===== src/rtl/datapath_pkg.sv =====
// datapath_pkg
// Shared definitions for the single-bus register datapath:
//   DATA_W      default data width of bus, registers, immediates and adder
//   data_t      data word of the default width
//   bus_src_e   which source currently owns the internal bus
//   out_enable_count  counts how many register out-enables are asserted

package datapath_pkg;

    localparam int DATA_W = 8;

    typedef logic [DATA_W-1:0] data_t;

    typedef enum logic [1:0] {
        SRC_IMM = 2'd0,
        SRC_RA  = 2'd1,
        SRC_RB  = 2'd2,
        SRC_RZ  = 2'd3
    } bus_src_e;

    // Population count of the three register out-enables; two or more
    // means several registers are trying to own the bus at once.
    function automatic logic [1:0] out_enable_count(input logic rz_out,
                                                    input logic ra_out,
                                                    input logic rb_out);
        return {1'b0, rz_out} + {1'b0, ra_out} + {1'b0, rb_out};
    endfunction

endpackage


===== src/rtl/datapath_reg.sv =====
// datapath_reg
// WIDTH-bit storage register with asynchronous active-high clear and a
// synchronous load enable. Used for RA, RB and RZ.
// Ports:
//   clock  rising-edge clock
//   clear  asynchronous active-high clear, overrides load
//   load   capture d on the rising edge when high
//   d      data in
//   q      register contents

module datapath_reg
    import datapath_pkg::*;
#(
    parameter int WIDTH = DATA_W
) (
    input  logic             clock,
    input  logic             clear,
    input  logic             load,
    input  logic [WIDTH-1:0] d,
    output logic [WIDTH-1:0] q
);

    // Clear wins over a pending load in the same cycle; otherwise hold.
    always_ff @(posedge clock or posedge clear) begin
        if (clear) begin
            q <= '0;
        end else if (load) begin
            q <= d;
        end
    end

endmodule


===== src/rtl/datapath.sv =====
// datapath
// Minimal single-bus register datapath. RA, RB and RZ share one internal
// bus; each has an out-enable onto the bus and a load enable from it. RZ
// loads bus + AddImmediate. When no register drives the bus the immediate
// RegisterAImmediate does, which gives load-immediate.
// Optional build macro: DATAPATH_BUS_CONFLICT_EN enables the bus_conflict
// flag (and a simulation-only $error); otherwise bus_conflict is tied low.
// Ports (order is fixed, controllers connect the first ten positionally):
//   clock, clear                rising-edge clock, async active-high clear
//   AddImmediate                second adder operand
//   RegisterAImmediate          bus source when no register is out-enabled
//   RZout, RAout, RBout         register out-enables (priority RZ>RB>RA)
//   RAin, RBin, RZin            register load enables
//   bus_out                     current bus value (combinational)
//   ra_q, rb_q, rz_q            register contents
//   bus_conflict                two or more out-enables asserted

module datapath
    import datapath_pkg::*;
#(
    parameter int WIDTH = DATA_W
) (
    input  logic             clock,
    input  logic             clear,
    input  logic [WIDTH-1:0] AddImmediate,
    input  logic [WIDTH-1:0] RegisterAImmediate,
    input  logic             RZout,
    input  logic             RAout,
    input  logic             RBout,
    input  logic             RAin,
    input  logic             RBin,
    input  logic             RZin,
    output logic [WIDTH-1:0] bus_out,
    output logic [WIDTH-1:0] ra_q,
    output logic [WIDTH-1:0] rb_q,
    output logic [WIDTH-1:0] rz_q,
    output logic             bus_conflict
);

    bus_src_e         bus_src;
    logic [WIDTH-1:0] sum;

    // Fixed-priority bus ownership, so several out-enables never produce X.
    always_comb begin
        bus_src = SRC_IMM;
        if (RZout) begin
            bus_src = SRC_RZ;
        end else if (RBout) begin
            bus_src = SRC_RB;
        end else if (RAout) begin
            bus_src = SRC_RA;
        end
    end

    always_comb begin
        bus_out = RegisterAImmediate;
        case (bus_src)
            SRC_RZ:  bus_out = rz_q;
            SRC_RB:  bus_out = rb_q;
            SRC_RA:  bus_out = ra_q;
            default: bus_out = RegisterAImmediate;
        endcase
    end

    // Carry is intentionally dropped; the sum wraps at WIDTH bits.
    assign sum = bus_out + AddImmediate;

    datapath_reg #(.WIDTH(WIDTH)) u_ra (
        .clock (clock),
        .clear (clear),
        .load  (RAin),
        .d     (bus_out),
        .q     (ra_q)
    );

    datapath_reg #(.WIDTH(WIDTH)) u_rb (
        .clock (clock),
        .clear (clear),
        .load  (RBin),
        .d     (bus_out),
        .q     (rb_q)
    );

    datapath_reg #(.WIDTH(WIDTH)) u_rz (
        .clock (clock),
        .clear (clear),
        .load  (RZin),
        .d     (sum),
        .q     (rz_q)
    );

`ifdef DATAPATH_BUS_CONFLICT_EN
    assign bus_conflict = (out_enable_count(RZout, RAout, RBout) > 2'd1);
`ifndef SYNTHESIS
    // Flag every edge on which several registers contend for the bus.
    always @(posedge clock) begin
        if (bus_conflict) begin
            $error("datapath: multiple bus out-enables RZout=%b RAout=%b RBout=%b",
                   RZout, RAout, RBout);
        end
    end
`endif
`else
    assign bus_conflict = 1'b0;
`endif

endmodule


===== config.mk =====
export PLATFORM = sky130hd
export DESIGN_NAME = datapath
export DESIGN_NICKNAME = d
export VERILOG_FILES = /design/src/rtl/datapath_pkg.sv /design/src/rtl/datapath_reg.sv /design/src/rtl/datapath.sv
export SDC_FILE = /design/constraint.sdc
export NUM_CORES = 1
export LEC_CHECK = 0
export ABC_AREA = 1
export BUFFER_PORTS_ARGS = -buffer_cell sky130_fd_sc_hd__buf_4
export CAP_MARGIN = 20
export CORE_UTILIZATION = 45
export DETAILED_ROUTE_END_ITERATION = 6
export PLACE_DENSITY = 0.81
export REMOVE_ABC_BUFFERS = 1
export SLEW_MARGIN = 15
export SYNTH_ARGS = -nofsm -noshare
export SYNTH_HDL_FRONTEND = slang
export SYNTH_SLANG_ARGS = --single-unit

===== constraint.sdc =====
create_clock -name clock -period 2.7 [get_ports clock]
set_clock_uncertainty 0.1 [all_clocks]
set_input_delay 0 -clock clock [delete_from_list [all_inputs] [get_ports clock]]
set_output_delay 0 -clock clock [all_outputs]
set_load 0.05 [all_outputs]

==> results.toml <==
[timing]
fmax_mhz = 468
hold_ws_ns = 0.0460
totalNegativeSetupSlack_ns = 0
period_needed_ns = 2.14
drv_slew = 0
rsz0062_at_grt = "no"
setup_viol = 0
max_slew_margin = 0.393
hold_viol = 0
finalCritPeriodShare = 0.791
tightestPinTransition_ns = 0.909

[global_routing]
grtUsageMet2 = 0.397
grt_usage = 0.229
grt-ovfl-total = 0
use_met1 = 0.309
grt_pass1_vias = 1343
grt-busiest-layer = "met2"
grt_pass1_wl_mm = 6.15
grt_max_degree = 25
antenna_found_initial = 0
grt_util_met3 = 0.0325

[die]
num_io_pins = 57
start_util = 0.487
die_y_um = 60.2
die_w_um = 60.2
rows = 20
core_area_mm2 = 0.00313
die_area_mm2 = 0.00362

[min_path]
hold_start = "RegisterAImmediate[7]"
hold_class = "primary input to flip-flop"

[route]
drc = 0
via_count = 1531
viasPerCell = 5.04
drt_wl_total_mm = 3.93
drtPass1Iterations = 4
drt_iter0_drc = 93
ant_nets = 0
wl_per_cell_um = 12.9

[cts]
clk_pin_slew_worst_paths_ns = 0.13
cts_buffers = 3
cts_hold_buf = 12
cts_setup_buffers = 0
cts_resized = 0
clk-insertion-delay-late_ns = 0.31
htreeDepth = 1
clockRootBuffer = "clkbuf_4"
cts_sinks = 24
cts_tree = "done"
clockBufferDepth = 2

[run_status]
status = "finished, final reports clean"

[placement]
place_hpwl_mm = 3.03
place.gp.congestion = 0.878
port_buffers = 55

[pwr]
ir_drop_mv = 0.558
p_leak_nw = 1.11
combinationalPowerShare = 0.606
seqPwrFrac = 0.308
power-per-cell-area_mw_per_mm2 = 843
internal_power_w = 0.000834
p_sw_w = 0.000934
clockPowerShare = 0.086
swShare = 0.528

[setup_path]
r2r-start = "u_rz.q[0]"
endpoint_kind = "flip-flop"
critPathLaunch = "u_rz.q[0]"
cp.arrival_ns = 2.24
path_delay_family = "adder cells"
cp_slowest_stage_delay_ns = 0.44
slowest_stage = "dfrtp_1"
start_kind = "flip-flop"
cp_cell_sequence = "a21oi_1 > nand3_1 > o21ai_2 > inv_1 > ha_1 > fa_1 > a31oi_1 > xor2_1 > o21ai_0"
crit_type = "flip-flop to flip-flop"
crit_fanout = 4
path_buf_inv = 1
worstPathRequired_ns = 2.80

[final_layout]
final_nets = 294
drive_gt1_frac = 0.281
areaGrowthSynthToFinish_pct = 37.6
insertedDiodeCount = 0

[job]
cap_violations = 0

[synth]
ys_warn_count = 0
avgSynthCellArea_um2 = 7.81
synth_seq_cells = 24
netlist_area_mm2 = 0.00152
yosysUniqueCellTypes = 26
synth_cells = 195
yosysSeqAreaShare = 0.394
## worst min-delay path, stage by stage
cell,delay (ns)
buf_4,0.08
or2_4,0.13
nand2_4,0.06
o21ai_0,0.14
## layout by cell type, fill, tap and decap left out
| cell type | n |
|---|---|
| nand2_1 | 56 |
| buf_4 | 55 |
| dfrtp_1 | 24 |
| inv_1 | 22 |
| nand3_1 | 19 |
| o21ai_0 | 19 |
| a21oi_1 | 12 |
| dlygate4sd3_1 | 12 |
| o21ai_2 | 7 |
| ha_1 | 7 |
| a31oi_1 | 3 |
| nand4_1 | 3 |
| nor2_1 | 3 |
| clkbuf_4 | 3 |
| nor2_4 | 2 |
| nand2_4 | 2 |
| xor2_1 | 2 |
| inv_2 | 1 |
| nor3_4 | 1 |
| clkinv_1 | 1 |
| o21bai_1 | 1 |
| a21o_1 | 1 |
| nand3_2 | 1 |
| or2_4 | 1 |
| fa_1 | 1 |
| conb_1 | 1 |
## cell families (layout without fill, tap and decap cells)
logic type	Yosys count	after routing	share of synthesized area
XOR/XNOR	2	2	0.0115
flip-flops	24	24	0.394
adder cells (fa/ha/maj)	8	8	0.0707
AND/OR/NAND/NOR	88	88	0.273
buffers and inverters	29	94	0.0838
other	1	1	0.00246
AO/OA/AOI/OAI	43	43	0.164
## final timing paths
check | depth (start not counted) | slack, ns | to
min in group asynchronous | 3 | 0.34 | u_rz.q[1]
worst max-delay path | 9 | 0.56 | u_rz.q[4]
worst min-delay path | 4 | 0.05 | u_rb.q[7]
max in group asynchronous | 3 | 1.59 | u_rb.q[2]
worst min register to register | 2 | 0.44 | u_ra.q[6]
worst max register to register | 9 | 0.56 | u_rz.q[4]
## power by group through the flow
| stage | sequential [W] | clock [W] | combinational (W) |
|---|---|---|---|
| 6_report | 0.000545 | 0.000152 | 0.00107 |
| 3_3_place_gp | 0.000551 | 0 | 0.00105 |
| 5_1_grt | 0.000554 | 0.000169 | 0.00115 |
| 2_1_floorplan | 0.000855 | 0 | 0.000417 |
| 3_5_place_dp | 0.000548 | 0 | 0.00106 |
| 4_1_cts | 0.000542 | 0.000154 | 0.00107 |
## registers in the layout (all words and copies together) (netlist names)
name    cells
u_ra.q      8
u_rb.q      8
u_rz.q      8
## per-stage QoR
stage                     total power, W  cell area [µm²]  worst slack [ns]  instances   util
after global placement           0.00160             1950             0.512        289  0.624
after floorplan                  0.00127             1490             0.224        190      -
after CTS                        0.00177             2100             0.564        304  0.670
after detailed placement         0.00160             1950             0.439        289  0.624
final                            0.00177             2100             0.563        304  0.670
after global routing             0.00187             2100             0.347        304  0.670
## synthesized netlist by cell type, drive strengths merged
master  instances  area share
inv            23       0.057
or2             1      0.0058
fa              1       0.013
xor2            2       0.012
nand3          20       0.069
buf             5       0.025
nor2            5       0.022
clkinv          1      0.0025
o21bai          1      0.0049
nand4           3       0.012
a21oi          12       0.039
nor3            1       0.011
ha              7       0.058
o21ai          26        0.10
nand2          58        0.15
a31oi           3       0.012
conb            1      0.0025
dfrtp          24        0.39
a21o            1      0.0049
## per-layer routing
metal | up-vias | wire length [µm]
li1 | 775 | -
met5 | - | 0
met2 | 49 | 1930
met4 | 0 | 8
met3 | 2 | 223
met1 | 705 | 1770
## cell type report
class | instances | area, µm²
Multi-Input combinational cell | 142 | 795
Fill cell | 294 | 1030
Tap cell | 44 | 55.1
Clock buffer | 3 | 22.5
Timing Repair Buffer | 67 | 533
Sequential cell | 24 | 601
Inverter | 24 | 90.1
No activity file was read; power rests on OpenSTA's default activity.
